===== config.mk =====
export PLATFORM = sky130hd
export DESIGN_NAME = uart_bus_sequencer
export DESIGN_NICKNAME = d
export VERILOG_FILES = /design/src/rtl/uart_bus_sequencer.sv
export SDC_FILE = /design/constraint.sdc
export NUM_CORES = 1
export LEC_CHECK = 0
export BUFFER_PORTS_ARGS = -buffer_cell sky130_fd_sc_hd__buf_2
export CAP_MARGIN = 30
export CORE_MARGIN = 1.5
export CORE_UTILIZATION = 50
export DETAILED_ROUTE_END_ITERATION = 16
export PLACE_DENSITY = 0.76
export SLEW_MARGIN = 0
export SYNTH_ARGS = -nofsm -noshare
export SYNTH_HDL_FRONTEND = slang
export SYNTH_SLANG_ARGS = --single-unit

===== constraint.sdc =====
create_clock -name clk -period 2.1 [get_ports clk]
set_clock_uncertainty 0.1 [all_clocks]
set_input_delay 0 -clock clk [delete_from_list [all_inputs] [get_ports clk]]
set_output_delay 0 -clock clk [all_outputs]
set_load 0.02 [all_outputs]

===== src/rtl/uart_bus_sequencer.sv =====
// Bus master for the UART register block: programs LCR/DLL/DLM/LCR/FCR after reset or start_i,
// then round-robins TX-byte and host register accesses. Optional readback check: UART_CFG_READBACK_EN.
module uart_bus_sequencer #(
  parameter logic [15:0] DIV_DEFAULT = 16'h0108,
  parameter logic [7:0]  LCR_DEFAULT = 8'h03,
  parameter logic [7:0]  FCR_DEFAULT = 8'h07,
  parameter int unsigned RD_LAT      = 2
) (
  input  logic        clk,
  input  logic        rst_n,
  input  logic        start_i,
  input  logic [15:0] div_i,
  input  logic [7:0]  lcr_i,
  input  logic [7:0]  fcr_i,
  output logic        cfg_done_o,
  output logic        busy_o,
  output logic        cfg_err_o,
  input  logic        tx_req_i,
  input  logic [7:0]  tx_data_i,
  output logic        tx_ack_o,
  input  logic        host_req_i,
  input  logic        host_we_i,
  input  logic [2:0]  host_addr_i,
  input  logic [7:0]  host_wdata_i,
  output logic        host_ack_o,
  output logic [7:0]  host_rdata_o,
  output logic        wr_o,
  output logic        rd_o,
  output logic [2:0]  addr_o,
  output logic [7:0]  din_o,
  input  logic [7:0]  dout_i
);

  localparam int unsigned CNT_W = 3;
  localparam logic [CNT_W-1:0] RD_LAT_C = CNT_W'(RD_LAT);
  localparam logic GNT_TX   = 1'b0;
  localparam logic GNT_HOST = 1'b1;

`ifdef UART_CFG_READBACK_EN
  typedef enum logic [2:0] {C_LCR1, C_DLL, C_DLM, C_LCR2, C_FCR, READY, RD_WAIT, RB_WAIT} state_t;
`else
  typedef enum logic [2:0] {C_LCR1, C_DLL, C_DLM, C_LCR2, C_FCR, READY, RD_WAIT} state_t;
`endif

  state_t           state_q;
  logic [15:0]      div_q;
  logic [7:0]       lcr_q;
  logic [7:0]       fcr_q;
  logic [CNT_W-1:0] cnt_q;
  logic             last_grant_q;
  logic             start_pend_q;
  logic             cfg_done_q, busy_q, cfg_err_q;
  logic             tx_ack_q, host_ack_q, wr_q, rd_q;
  logic [7:0]       host_rdata_q, din_q;
  logic [2:0]       addr_q;

  // Single-process FSM; strobes and acks default low every cycle, addr/din hold.
  always_ff @(posedge clk or negedge rst_n) begin
    if (!rst_n) begin
      state_q      <= C_LCR1;
      div_q        <= DIV_DEFAULT;
      lcr_q        <= LCR_DEFAULT;
      fcr_q        <= FCR_DEFAULT;
      cnt_q        <= '0;
      last_grant_q <= GNT_HOST;
      start_pend_q <= 1'b0;
      cfg_done_q   <= 1'b0;
      busy_q       <= 1'b0;
      cfg_err_q    <= 1'b0;
      tx_ack_q     <= 1'b0;
      host_ack_q   <= 1'b0;
      host_rdata_q <= 8'h00;
      wr_q         <= 1'b0;
      rd_q         <= 1'b0;
      addr_q       <= 3'd0;
      din_q        <= 8'h00;
    end else begin
      wr_q       <= 1'b0;
      rd_q       <= 1'b0;
      tx_ack_q   <= 1'b0;
      host_ack_q <= 1'b0;
      busy_q     <= 1'b1;
      if (start_i) begin
        div_q      <= div_i;
        lcr_q      <= lcr_i;
        fcr_q      <= fcr_i;
        cfg_done_q <= 1'b0;
        cfg_err_q  <= 1'b0;
      end
      if (start_i && (state_q != RD_WAIT)) begin
        state_q <= C_LCR1;
      end else begin
        if (start_i) start_pend_q <= 1'b1;
        case (state_q)
          C_LCR1: begin
            wr_q <= 1'b1; addr_q <= 3'd3; din_q <= lcr_q | 8'h80; state_q <= C_DLL;
          end
          C_DLL: begin
            wr_q <= 1'b1; addr_q <= 3'd0; din_q <= div_q[7:0]; state_q <= C_DLM;
          end
          C_DLM: begin
            wr_q <= 1'b1; addr_q <= 3'd1; din_q <= div_q[15:8]; state_q <= C_LCR2;
          end
          C_LCR2: begin
            wr_q <= 1'b1; addr_q <= 3'd3; din_q <= lcr_q & 8'h7F; state_q <= C_FCR;
          end
          C_FCR: begin
            wr_q <= 1'b1; addr_q <= 3'd2; din_q <= fcr_q;
`ifdef UART_CFG_READBACK_EN
            cnt_q   <= '0;
            state_q <= RB_WAIT;
`else
            busy_q  <= 1'b0;
            state_q <= READY;
`endif
          end
          READY: begin
            busy_q     <= 1'b0;
            cfg_done_q <= 1'b1;
            // On a tie, grant whichever requester was not served last.
            if (tx_req_i && (!host_req_i || (last_grant_q == GNT_HOST))) begin
              wr_q         <= 1'b1;
              addr_q       <= 3'd0;
              din_q        <= tx_data_i;
              tx_ack_q     <= 1'b1;
              last_grant_q <= GNT_TX;
            end else if (host_req_i) begin
              last_grant_q <= GNT_HOST;
              addr_q       <= host_addr_i;
              if (host_we_i) begin
                wr_q       <= 1'b1;
                din_q      <= (host_addr_i == 3'd3) ? (host_wdata_i & 8'h7F) : host_wdata_i;
                host_ack_q <= 1'b1;
              end else begin
                rd_q    <= 1'b1;
                cnt_q   <= '0;
                busy_q  <= 1'b1;
                state_q <= RD_WAIT;
              end
            end
          end
          RD_WAIT: begin
            if (cnt_q == RD_LAT_C) begin
              host_rdata_q <= dout_i;
              host_ack_q   <= 1'b1;
              start_pend_q <= 1'b0;
              if (start_pend_q || start_i) begin
                state_q <= C_LCR1;
              end else begin
                busy_q  <= 1'b0;
                state_q <= READY;
              end
            end else begin
              cnt_q <= cnt_q + CNT_W'(1);
            end
          end
`ifdef UART_CFG_READBACK_EN
          RB_WAIT: begin
            // cnt 0 issues the LCR read; data is valid RD_LAT cycles after the strobe.
            if (cnt_q == '0) begin
              rd_q   <= 1'b1;
              addr_q <= 3'd3;
              cnt_q  <= cnt_q + CNT_W'(1);
            end else if (cnt_q == (RD_LAT_C + CNT_W'(1))) begin
              if (dout_i != (lcr_q & 8'h7F)) cfg_err_q <= 1'b1;
              cfg_done_q <= 1'b1;
              busy_q     <= 1'b0;
              state_q    <= READY;
            end else begin
              cnt_q <= cnt_q + CNT_W'(1);
            end
          end
`endif
          default: state_q <= C_LCR1;
        endcase
      end
    end
  end

  assign cfg_done_o   = cfg_done_q;
  assign busy_o       = busy_q;
  assign cfg_err_o    = cfg_err_q;
  assign tx_ack_o     = tx_ack_q;
  assign host_ack_o   = host_ack_q;
  assign host_rdata_o = host_rdata_q;
  assign wr_o         = wr_q;
  assign rd_o         = rd_q;
  assign addr_o       = addr_q;
  assign din_o        = din_q;

endmodule


After elaboration in Yosys (flattened, before gate mapping):

Cells that the tools add are included.

* register bits after elaboration: 64
* input port bits: 65
* output and inout bits: 26
* word-level logic and storage cells: 104

* $add $sub $neg: 1
* eq/ne operators: 19
* mux-type cells: 49
* bitwise operators: 1
* reduce and logical (&&, ||, !) cells: 18

Operator list (number)
* one-hot mux 8 bit (6 select lines): 1
* 2-to-1 mux 3 bit: 12
* 2-to-1 mux 8 bit: 4
* 2-to-1 mux 1 bit: 26
* inequality test 3 bit (second input constant): 7
* one-hot mux 3 bit (7 select lines): 1
* one-hot mux 3 bit (5 select lines): 1
* equality test 3 x 2 -> 1 bit (second input constant): 4
* equality test 3 bit (second input constant): 3
* AND reduction 3 bit: 3
* inequality test 2 bit (second input constant): 4
* AND reduction 4 bit: 2
* one-hot mux 3 bit (2 select lines): 1
* AND reduction 6 bit: 1
* nonzero test 6 bit: 1
* nonzero test 5 bit: 1
* OR reduction 5 bit: 1
* one-hot mux 1 bit (2 select lines): 2
* nonzero test 2 bit: 2
* adder 3 x 1 -> 3 bit (second input constant): 1
* equality test 3 x 1 -> 1 bit (second input constant): 1
* zero test 3 bit: 1
* one-hot mux 1 bit (3 select lines): 1
* logical AND 1 bit: 2
* other kinds (4): 5

Longest topological paths before layout:

Gate-level depths: netlist (run 1).

* depth in word-level cells: 6
* depth in mapped cells: 6
* gate-level depth less buffers: 6

Worst setup path after synthesis (run 1):

No wires, ideal clock.

* kind: register to register
* start: reg last_grant_q
* end: reg din_q[7] (netlist: din_o[7])
* library setup time: 135 ps
* arrival: 1502 ps
* required time: 1865 ps
* path slack: 363 ps
* cell stages (with the launch flop): 7
* path buffers: 2
* clock period less this slack: 1737 ps
* path through: dfstp_2 -> and2b_1 -> buf_6 -> o2111ai_4 -> and2_4 -> buf_12 -> a31oi_4

* cells in the longest elaborated chain, start to end: 4
* elaborated cells on any way between the ends: 7
* those cells by class: 2 x eq/ne; 2 x mux; 3 x reduce/logical

RTL lines
* from (decl): line 50 `logic last_grant_q;`
* from (signal assigned): line 65 `last_grant_q <= GNT_HOST;`
* from (signal assigned): line 126 `last_grant_q <= GNT_TX;`
* from (signal assigned): line 128 `last_grant_q <= GNT_HOST;`
* logical OR 1 bit *: line 121 `if (tx_req_i && (!host_req_i || (last_grant_q == GNT_HOST))) begin`
* logical AND 1 bit *: line 121
* 2-to-1 mux 8 bit or inequality test 3 bit (tied branches)
* one-hot mux 8 bit (6 select lines) or AND reduction 4 bit (tied branches)
* to (signal assigned): line 124 `din_q <= tx_data_i;`
* to (signal assigned): line 132 `din_q <= (host_addr_i == 3'd3) ? (host_wdata_i & 8'h7F) : host_wdata_i;`
* to (decl): line 54 `logic [7:0] host_rdata_q, din_q;`

Every way passes the cells marked *; elsewhere a longest branch is shown, timed or not.
A chain may end at the register's enable or synchronous reset.

Final worst setup path (run 1):

* start: reg state_q[1]
* end: reg last_grant_q

* cells in the longest elaborated chain, start to end: 4
* elaborated cells on any way between the ends: 5
* those cells by class: 2 x eq/ne; 1 x bitwise; 2 x reduce/logical

RTL lines
* from (decl): line 45 `state_t state_q;`
* from (signal assigned): line 60 `state_q <= C_LCR1;`
* from (signal assigned): line 91 `state_q <= C_LCR1;`
* from (signal assigned): line 96 `wr_q <= 1'b1; addr_q <= 3'd3; din_q <= lcr_q | 8'h80; state_q <= C_DLL;`
* inequality test 3 bit: line 90 `if (start_i && (state_q != RD_WAIT)) begin`
* logical AND 1 bit: line 90
* NOT 1 bit (no source line)
* AND reduction 3 bit (no source line) *

Marks and branches as above.

==> results of run 1 <==
==> power groups by stage <==
stage               Combinational [uW]  Sequential, uW  Clock, uW
global route                       918            1530       1150
CTS                                838            1500       1080
detailed placement                 758            1520          0
finish                             845            1510       1070
global placement                   732            1520          0
floorplan                          429            1590          0
==> worst paths after layout <==
check | start | endpoint
max in group asynchronous | rst_n | fcr_q[2]$_DFFE_PN1P_
max reg2reg | state_q[1]$_DFFE_PN0P_ | last_grant_q$_DFFE_PN1P_
max | state_q[1]$_DFFE_PN0P_ | last_grant_q$_DFFE_PN1P_
min | host_wdata_i[0] | din_o[0]$_DFFE_PN0P_
min reg2reg | addr_o[0]$_DFFE_PN0P_ | addr_o[0]$_DFFE_PN0P_
min in group asynchronous | rst_n | div_q[9]$_DFFE_PN0P_
==> worst reg2reg max path: stages, from the launching register on <==
cell,delay [ns]
dfrtp_1,0.50
nand3b_1,0.31
nor2_1,0.18
a21oi_1,0.09
a31oi_1,0.14
dlygate4sd3_1,0.57
==> repair_timing <==
item,CTS,global route
setup buffers,0,2
hold endpoints to repair,73,0
hold buffers,49,0
endpoints found under the setup margin,0,1
==> flip-flops by register name (all words and copies together) (netlist names) <==
register and count:
addr_o 3, busy_o 1, cfg_done_o 1, cnt_q 3, din_o 8, div_q 16, fcr_q 8, host_ack_o 1
host_rdata_o 8, last_grant_q 1, lcr_q 7, rd_o 1, start_pend_q 1, state_q 3, tx_ack_o 1, wr_o 1
==> layer usage <==
| layer | global-route usage (%) | up-vias |
|---|---|---|
| met1 | 32.1 | 1370 |
| met4 | 11.2 | 0 |
| met5 | 0 | - |
| met2 | 40.7 | 93 |
| li1 | - | 1330 |
| met3 | 4.82 | 16 |
==> per-stage QoR <==
| stage | setup slack [ns] | instance area (sq um) | cells |
|---|---|---|---|
| floorplan | 0.363 | 3290 | 293 |
| global route | 0.0910 | 4530 | 520 |
| finish | 0.157 | 4530 | 520 |
| CTS | 0.113 | 4510 | 518 |
| detailed placement | 0.309 | 3820 | 453 |
| global placement | 0.349 | 3820 | 453 |
==> logic make-up after synthesis <==
logic type                 count (synthesis)
and+or+nand+nor                           62
other                                      1
AOI/OAI and AO/OA                         83
muxes                                     46
xor gates and xnor gates                   1
DFF                                       64
adders and majority gates                  2
buffers and inverters                     34
==> layout by cell type, fill, tap and decap left out, types with 3 or more instances in the layout <==
master	n
a21oi_1	16
nand3_1	10
o21ai_0	23
buf_2	88
nand2b_1	4
dfrtp_1	56
buf_4	14
nand3b_1	3
a31oi_4	8
nor2b_1	3
o22ai_1	10
nor2_1	13
a21o_1	8
o21ai_1	5
inv_1	13
mux2_2	23
clkbuf_8	11
a31oi_1	7
nand2_1	21
dlygate4sd3_1	49
dfstp_2	8
mux2_1	15
mux2i_1	8
==> layout make-up <==
type                            instances  area share, %
Clock buffer                           13           3.51
Tap cell                               77           2.13
Timing Repair Buffer                  152           23.3
Clock inverter                          3          0.885
Inverter                               16           1.63
Multi-Input combinational cell        195           32.9
Sequential cell                        64           35.6
==> insert_results.sql, run 1 <==
INSERT INTO impl_metrics (metric_group, metric, value, unit) VALUES
('finish', 'seqCellArea', '0.00161', 'sq mm'),
('route', 'route.met2.wl', '4060', 'um'),
('floorplan', 'fp.dieW', '84.2', 'um'),
('floorplan', 'design.core.area', '0.00635', 'sq mm'),
('setup_path', 'worstPathBufferInverterCount', '1', ''),
('floorplan', 'initial_core_util', '51.9', '%'),
('setup_path', 'max_stage_delay', '0.57', 'ns'),
('finish', 'drive_gt1_share', '37.2', '%'),
('setup_path', 'path_class', 'reg -> reg', ''),
('grt', 'first_global_vias', '2852', ''),
('power_and_ir_drop', 'maximum_resistive_drop_on_vdd', '0.000430', 'V'),
('power_and_ir_drop', 'power_switching_share', '29.8', '%'),
('floorplan', 'floorplan.io_pins', '91', ''),
('grt', 'number_of_antenna_violations_at_the_first_check_in_global_routing', '0', ''),
('clock_tree', 'clk_path_buf_depth', '2', ''),
('yosys', 'netlist_area', '0.00329', 'sq mm'),
('finish', 'diodes', '0', ''),
('min_path', 'hold_path_depth', '4', ''),
('yosys', 'synth_simple_gate_area_share', '9.19', '%'),
('yosys', 'synthFlopType', 'dfrtp_1', ''),
('sta', 'hold_violations', '1', ''),
('yosys', 'post_synth_xor_area_fraction', '0.266', '%'),
('power_and_ir_drop', 'pwr-share-seq', '44.1', '%'),
('power_and_ir_drop', 'total_power_consumption_of_the_routed_design', '3420', 'uW'),
('yosys', 'synth_area_leader_cell', 'dfrtp_1', ''),
('yosys', 'syn_area_per_cell', '11.2', 'sq um'),
('outcome', 'violations', 'hold timing', ''),
('outcome', 'run_status', 'complete, but fails checks', ''),
('clock_tree', 'clock-root-buffer', 'clkbuf_8', ''),
('power_and_ir_drop', 'power_leakage', '0.00202', 'uW'),
('floorplan', 'site_row_count', '29', ''),
('sta', 'fin_setup_tns', '0', 'ns'),
('clock_tree', 'clkSlewWorstSetupHoldPaths', '0.07', 'ns'),
('sta', 'setup-violations-final', '0', ''),
('place', 'numPortBuffers', '88', ''),
('grt', 'wire_length_of_the_first_global_routing_pass', '13700', 'um'),
('power_and_ir_drop', 'p_int', '2400', 'uW'),
('grt', 'remaining_overflow_grt', '0', ''),
('sta', 'timing.final.crit_share', '92.5', '%'),
('yosys', 'area_share_of_the_largest_cell_type_after_synthesis', '42.5', '%'),
('yosys', 'synth-edff-count', '0', ''),
('yosys', 'synth.yosys.seq_area_share', '48.9', '%'),
('setup_path', 'timing.critical_path.cells', 'nand3b_1 -> nor2_1 -> a21oi_1 -> a31oi_1 -> dlygate4sd3_1', ''),
('setup_path', 'capturing_element_type_of_the_critical_path', 'flip-flop', ''),
('clock_tree', 'number_of_h_tree_levels', '3', ''),
('clock_tree', 'clock_sinks', '64', ''),
('grt', 'maximum_number_of_pins_on_one_net_before_global_route_repair', '41', ''),
('yosys', 'biggest_area_contributors_in_the_synthesized_netlist', 'dfrtp_1 (43%), mux2_2 (7.9%), dfstp_2 (6.4%)', ''),
('setup_path', 'r2r_setup_slack', '0.16', 'ns'),
('route', 'top_signal_layer_used', 'met4', ''),
('setup_path', 'critical_path_required', '2.29', 'ns'),
('min_path', 'worst_hold_path_type', 'in -> reg', ''),
('yosys', 'synth.lib_cells_used.distinct', '44', ''),
('setup_path', 'critical_path.slowest_cell', 'dlygate4sd3_1', ''),
('route', 'drt_pass1_iterations', '4', ''),
('sta', 'clock.fmax', '515', 'MHz'),
('setup_path', 'cp_top_family', 'buffers and inverters', ''),
('sta', 'hold_ws', '-0.000308', 'ns'),
('yosys', 'synthMuxAreaShare', '15.4', '%'),
('yosys', 'syn_inst', '293', ''),
('yosys', 'synth_fa_ha_area_share', '0.760', '%'),
('clock_tree', 'tritoncts', 'yes', ''),
('clock_tree', 'clock_latency', '0.35', 'ns'),
('finish', 'multi_input_area', '0.00149', 'sq mm'),
('place', 'routability_congestion_estimate_from_global_placement', '0.806', ''),
('setup_path', 'worst-endpoint-arrival', '2.13', 'ns'),
('yosys', 'seq_cells_post_synth', '64', ''),
('floorplan', 'die_y', '84.2', 'um'),
('sta', 'slew_violations', '0', ''),
('yosys', 'synthesis.nets', '360', ''),
('finish', 'final_core_utilization', '71.3', '%');
Note: power is estimated with default switching activity, not from simulation.
==> inputs of run 2 (changes only) <==
--- a/config.mk
+++ b/config.mk
@@ -11,6 +11,7 @@
 export CORE_UTILIZATION = 50
 export DETAILED_ROUTE_END_ITERATION = 16
 export PLACE_DENSITY = 0.76
+export REMOVE_ABC_BUFFERS = 1
 export SLEW_MARGIN = 0
 export SYNTH_ARGS = -nofsm -noshare
 export SYNTH_HDL_FRONTEND = slang
==> insert_results.sql, run 2 (synthesis gave the netlist of run 1 again) <==
INSERT INTO impl_metrics (metric_group, metric, value, unit) VALUES
('sta', 'slew_violations', '0', ''),
('setup_path', 'r2r_setup_slack', '0.28', 'ns'),
('finish', 'final.fill_count', '454', ''),
('route', 'initialDrtViolationCount', '208', ''),
('sta', 'timing.max_slew.rel_slack', '58.9', '%'),
('route', 'remaining_drc_errors', '0', ''),
('setup_path', 'r2r-start', 'state_q[2]$_DFFE_PN0P_', ''),
('route', 'antenna_left', '0', ''),
('sta', 'post-route-min-period', '1.82', 'ns'),
('setup_path', 'critical_path_required', '2.22', 'ns'),
('sta', 'setup-violations-final', '0', ''),
('clock_tree', 'clock_latency', '0.35', 'ns'),
('finish', 'registers.top_by_ff_count', 'div_q', ''),
('place', 'numPortBuffers', '88', ''),
('floorplan', 'die_y', '84.2', 'um'),
('clock_tree', 'number_of_buffers_added_by_the_clock_tree_synthesis_step', '9', ''),
('floorplan', 'overall_die_area', '0.00708', 'sq mm'),
('finish', 'final_cell_area', '0.00451', 'sq mm'),
('clock_tree', 'clock-root-buffer', 'clkbuf_8', ''),
('finish', 'flow.area_growth_from_synthesis', '37.0', '%'),
('floorplan', 'site_row_count', '29', ''),
('setup_path', 'path_max_fanout', '5', ''),
('finish', 'nNetsFinal', '502', ''),
('grt', 'grt.met2_usage', '42.5', '%'),
('finish', 'final_common_cell', 'buf_2', ''),
('grt', 'first_global_vias', '2847', ''),
('setup_path', 'start_kind', 'flip-flop', ''),
('sta', 'timing.final.crit_share', '86.5', '%'),
('setup_path', 'path_class', 'reg -> reg', ''),
('place', 'detailedPlacementHpwl', '5280', 'um'),
('setup_path', 'timing.rr.end', 'din_o[3]$_DFFE_PN0P_', ''),
('grt', 'wire_length_of_the_first_global_routing_pass', '14000', 'um'),
('floorplan', 'initial_core_util', '51.9', '%'),
('finish', 'drive_gt1_share', '36.4', '%'),
('sta', 'fin_setup_tns', '0', 'ns'),
('grt', 'grt_usage', '26.3', '%'),
('route', 'routedWlPerCell', '16.7', 'um'),
('grt', 'grt_util_met3', '6.10', '%'),
('setup_path', 'capturing_element_type_of_the_critical_path', 'flip-flop', ''),
('grt', 'maximum_number_of_pins_on_one_net_before_global_route_repair', '40', ''),
('grt', 'global_route.peak_usage_layer', 'met2', ''),
('sta', 'grt_setup_unrepaired', 'false', ''),
('grt', 'global_route.usage.met1', '32.8', '%'),
('clock_tree', 'clk_path_buf_depth', '2', ''),
('clock_tree', 'number_of_h_tree_levels', '3', ''),
('run', 'cap_violations', '0', ''),
('setup_path', 'reg2reg_depth', '5', ''),
('floorplan', 'design.core.area', '0.00635', 'sq mm'),
('sta', 'hold_violations', '0', ''),
('finish', 'most-common-layout-cells', 'buf_2 (88), dfrtp_1 (56), dlygate4sd3_1 (51), o21ai_0 (23), mux2_2 (23)', ''),
('setup_path', 'timing.critical_path.to', 'din_o[3]$_DFFE_PN0P_', ''),
('finish', 'largest_register_ffs', '16', ''),
('floorplan', 'floorplan.io_pins', '91', ''),
('setup_path', 'worst-endpoint-arrival', '1.94', 'ns'),
('finish', 'final_cell_count_no_fill', '517', ''),
('setup_path', 'critPathLaunch', 'state_q[2]$_DFFE_PN0P_', ''),
('place', 'dp.cells', '450', ''),
('power_and_ir_drop', 'maximum_resistive_drop_on_vdd', '0.000542', 'V'),
('route', 'viasPerCell', '5.42', ''),
('grt', 'remaining_overflow_grt', '0', ''),
('route', 'drt_pass1_iterations', '4', ''),
('floorplan', 'fp.dieW', '84.2', 'um'),
('clock_tree', 'tritoncts', 'yes', ''),
('power_and_ir_drop', 'power-per-cell-area', '752', 'mW/mm^2'),
('place', 'routability_congestion_estimate_from_global_placement', '0.818', ''),
('sta', 'worst_slew_pin_slew', '0.616', 'ns'),
('route', 'drt_wl_total', '8620', 'um'),
('place', 'placed_cell_area', '0.00381', 'sq mm'),
('min_path', 'worst_hold_path_type', 'in -> reg', ''),
('clock_tree', 'clkSlewWorstSetupHoldPaths', '0.07', 'ns'),
('min_path', 'hold_path_depth', '4', ''),
('finish', 'diodes', '0', ''),
('clock_tree', 'cts_resized', '0', ''),
('sta', 'clock.fmax', '550', 'MHz'),
('grt', 'number_of_antenna_violations_at_the_first_check_in_global_routing', '0', ''),
('power_and_ir_drop', 'power_leakage', '0.00200', 'uW'),
('route', 'count_of_vias_placed_by_the_detailed_router', '2800', ''),
('outcome', 'run_status', 'completed', ''),
('clock_tree', 'clock_sinks', '64', '');
run 2: cell types whose count changed in the layout (fill, tap and decap cells not counted):
cell	change
buf_12	+1
buf_4	-6
clkbuf_8	-1
clkinv_2	+1
dlygate4sd3_1	+2
run 2: worst min path at each step:
stage	from	endpoint	slack, ns
6_report	host_wdata_i[3]	din_o[3]$_DFFE_PN0P_	0.01
3_3_place_gp	rst_n	host_rdata_o[3]$_DFFE_PN0P_	-0.06
4_1_cts	tx_data_i[0]	din_o[0]$_DFFE_PN0P_	0.0003
3_5_place_dp	rst_n	host_rdata_o[3]$_DFFE_PN0P_	-0.05
5_1_grt	host_wdata_i[3]	din_o[3]$_DFFE_PN0P_	0.02
2_1_floorplan	rst_n	addr_o[0]$_DFFE_PN0P_	-0.40
run 2: per-stage QoR:
stage               util [%]  hold slack, ns  setup slack (ns)  total power (uW)
floorplan                  -          -0.396             0.112              1980
global placement        60.0         -0.0621             0.362              2250
detailed placement      60.0         -0.0515             0.304              2280
CTS                     71.1        0.000254             0.291              3400
global route            71.1          0.0213             0.220              3560
finish                  71.1         0.00954             0.283              3390
run 2: area by class of cell:
type                       instances  area (sq um)  share of cell area (%)
multi-input combinational        195          1490                    33.0
inverter                          16          73.8                    1.64
tap                               77          96.3                    2.14
sequential                        64          1610                    35.7
clock buffer                      12           145                    3.22
clock inverter                     4          45.0                   0.998
timing repair buffer             149          1050                    23.3
run 2: metal layers:
metal / routed length, um / vias up
met5: 0 / -
met4: 401 / 0
li1: - / 1324
met2: 4300 / 105
met3: 457 / 33
met1: 3460 / 1338
run 2: worst max-delay path: stages, from the launching register on:
cell	delay [ns]
dfrtp_1	0.42
nor2_2	0.25
buf_4	0.22
mux2_1	0.33
o22ai_1	0.25
a31oi_4	0.12
run 2: what timing repair did:
action	4_1_cts	5_1_grt
hold endpoints to repair	76	0
buffers inserted	0	0
hold buffers	51	0
run 2: power breakdown:
group,internal [uW],switching (uW)
Combinational,387,461
Sequential,1400,98.1
Clock,575,467
Total,2370,1030
==> inputs of run 3 (changes only) <==
--- a/config.mk
+++ b/config.mk
@@ -7,8 +7,10 @@
 export LEC_CHECK = 0
 export BUFFER_PORTS_ARGS = -buffer_cell sky130_fd_sc_hd__buf_2
 export CAP_MARGIN = 30
+export CORE_ASPECT_RATIO = 0.7
 export CORE_MARGIN = 1.5
 export CORE_UTILIZATION = 50
+export CTS_BUF_LIST = sky130_fd_sc_hd__clkbuf_8
 export DETAILED_ROUTE_END_ITERATION = 16
 export PLACE_DENSITY = 0.76
 export REMOVE_ABC_BUFFERS = 1
==> insert_results.sql, run 3 (synthesis gave the netlist of run 1 again) <==
INSERT INTO impl_metrics (metric_group, metric, value, unit) VALUES
('clock_tree', 'number_of_h_tree_levels', '3', ''),
('floorplan', 'design.core.area', '0.00631', 'sq mm'),
('sta', 'timing.max_slew.rel_slack', '57.5', '%'),
('grt', 'maximum_number_of_pins_on_one_net_before_global_route_repair', '34', ''),
('place', 'numPortBuffers', '88', ''),
('route', 'viasPerCell', '5.36', ''),
('finish', 'final_common_cell', 'buf_2', ''),
('floorplan', 'site_row_count', '24', ''),
('clock_tree', 'number_of_buffers_added_by_the_clock_tree_synthesis_step', '9', ''),
('sta', 'clock.fmax', '531', 'MHz'),
('finish', 'most-common-layout-cells', 'buf_2 (88), dfrtp_1 (56), dlygate4sd3_1 (53), o21ai_0 (23), mux2_2 (23)', ''),
('floorplan', 'overall_die_area', '0.00709', 'sq mm'),
('sta', 'timing.final.crit_share', '89.6', '%'),
('finish', 'largest_register_ffs', '16', ''),
('clock_tree', 'clock-root-buffer', 'clkbuf_8', ''),
('grt', 'wire_length_of_the_first_global_routing_pass', '13500', 'um'),
('finish', 'registers.top_by_ff_count', 'div_q', ''),
('place', 'pre_cts_ws', '0.255', 'ns'),
('clock_tree', 'tritoncts', 'yes', ''),
('sta', 'post-route-min-period', '1.88', 'ns'),
('floorplan', 'initial_core_util', '52.2', '%'),
('finish', 'drive_gt1_share', '36.0', '%'),
('setup_path', 'max_stage_delay', '0.45', 'ns'),
('setup_path', 'critical_path_required', '2.21', 'ns'),
('sta', 'slew_violations', '0', ''),
('finish', 'nNetsFinal', '506', ''),
('setup_path', 'capturing_element_type_of_the_critical_path', 'flip-flop', ''),
('place', 'detailedPlacementHpwl', '5440', 'um'),
('route', 'antenna_left', '0', ''),
('power_and_ir_drop', 'power-per-cell-area', '727', 'mW/mm^2'),
('route', 'drt_wl_total', '8400', 'um'),
('setup_path', 'path_max_fanout', '8', ''),
('finish', 'flow.area_growth_from_synthesis', '37.4', '%'),
('floorplan', 'fp.dieW', '100', 'um'),
('finish', 'diodes', '0', ''),
('setup_path', 'worst-endpoint-arrival', '1.99', 'ns'),
('setup_path', 'timing.critical_path.cells', 'nor2_2 -> mux2_1 -> o22ai_1 -> a31oi_4', ''),
('power_and_ir_drop', 'maximum_resistive_drop_on_vdd', '0.000570', 'V'),
('sta', 'setup-violations-final', '0', ''),
('sta', 'worst_slew_pin_slew', '0.638', 'ns'),
('sta', 'hold_violations', '0', ''),
('outcome', 'run_status', 'completed', ''),
('sta', 'grt_setup_unrepaired', 'false', ''),
('route', 'drt_pass1_iterations', '4', ''),
('sta', 'timing.final.ws_setup', '0.218', 'ns'),
('setup_path', 'critical_path.slowest_cell', 'nor2_2', ''),
('floorplan', 'die_y', '70.9', 'um'),
('place', 'routability_congestion_estimate_from_global_placement', '0.809', ''),
('sta', 'fin_setup_tns', '0', 'ns'),
('grt', 'first_global_vias', '2773', ''),
('floorplan', 'floorplan.io_pins', '91', ''),
('grt', 'remaining_overflow_grt', '0', ''),
('route', 'count_of_vias_placed_by_the_detailed_router', '2797', ''),
('finish', 'final.fill_count', '482', ''),
('route', 'routedWlPerCell', '16.1', 'um'),
('clock_tree', 'clock_latency', '0.34', 'ns'),
('min_path', 'worst_hold_path_type', 'in -> reg', ''),
('route', 'initialDrtViolationCount', '205', ''),
('grt', 'grt_usage', '25.2', '%'),
('setup_path', 'start_kind', 'flip-flop', ''),
('clock_tree', 'cts_resized', '0', ''),
('power_and_ir_drop', 'power_leakage', '0.00203', 'uW'),
('clock_tree', 'clkSlewWorstSetupHoldPaths', '0.06', 'ns'),
('grt', 'number_of_antenna_violations_at_the_first_check_in_global_routing', '0', ''),
('clock_tree', 'clock_sinks', '64', ''),
('clock_tree', 'clk_path_buf_depth', '2', ''),
('route', 'remaining_drc_errors', '0', ''),
('run', 'cap_violations', '0', ''),
('setup_path', 'path_class', 'reg -> reg', '');
==> run 3: changes by cell type in the layout (fill, tap and decap cells not counted), sizes merged <==
| cell | delta |
|---|---|
| bufinv | -1 |
| dlygate4sd3 | +2 |
| clkinv | -3 |
| inv | +4 |
| buf | +2 |
==> run 3: routing by layer <==
metal	track usage (%)	share of wire (%)	up-vias
met4	11.0	3.0	0
met3	6.42	5.7	23
met1	32.5	45	1334
met2	40.7	47	107
met5	0	0	-
li1	-	-	1333
==> run 3: worst max-delay path: cells and delay by family, from the launching register on <==
kind | cells | cell delay (ns)
AO/OA/AOI/OAI | 2 | 0.38
flip-flops | 1 | 0.44
multiplexers | 1 | 0.37
AND/OR/NAND/NOR | 1 | 0.45
==> run 3: cell type report <==
type	count	area [sq um]	area share, %
inverters	16	73.8	1.63
clock inverters	4	15.0	0.332
multi-input cells	195	1490	32.9
repair buffers	153	1070	23.7
flip-flops and latches	64	1610	35.6
clock buffers	12	165	3.65
well taps	78	97.6	2.16
==> run 3: what timing repair did <==
| item | in CTS | in global routing |
|---|---|---|
| hold endpoints to repair | 113 | 0 |
| hold buffers | 53 | 0 |
| endpoints found under the setup margin | 0 | 0 |
| buffers inserted | 0 | 0 |
==> run 3: power breakdown <==
part / internal, uW / switching, uW / total (uW)
combinational: 389 / 455 / 844
clock: 508 / 437 / 945
sequential: 1400 / 99.1 / 1500
==> run 3: metrics by stage <==
stage | util (%) | hold slack, ns | area [sq um] | cells | power (uW)
global placement | 60.5 | -0.181 | 3810 | 453 | 2260
detailed placement | 60.5 | -0.178 | 3810 | 453 | 2280
finish | 71.8 | 0.0168 | 4530 | 522 | 3290
global route | 71.8 | 0.0246 | 4530 | 522 | 3460
floorplan | - | -0.396 | 3170 | 275 | 1980
CTS | 71.8 | 0.000485 | 4530 | 522 | 3320
==> run 3: path summary, 6_finish.rpt <==
path	end	slack, ns	start	cells past startpoint
worst max-delay path	din_o[3]$_DFFE_PN0P_	0.22	state_q[0]$_DFFE_PN0P_	4
worst min-delay path	din_o[3]$_DFFE_PN0P_	0.02	host_wdata_i[3]	4
worst max register to register	din_o[3]$_DFFE_PN0P_	0.22	state_q[0]$_DFFE_PN0P_	4
worst min register to register	host_rdata_o[6]$_DFFE_PN0P_	0.38	host_rdata_o[6]$_DFFE_PN0P_	1
max in group asynchronous	state_q[2]$_DFFE_PN0P_	0.82	rst_n	3
min in group asynchronous	div_q[6]$_DFFE_PN0P_	0.11	rst_n	3
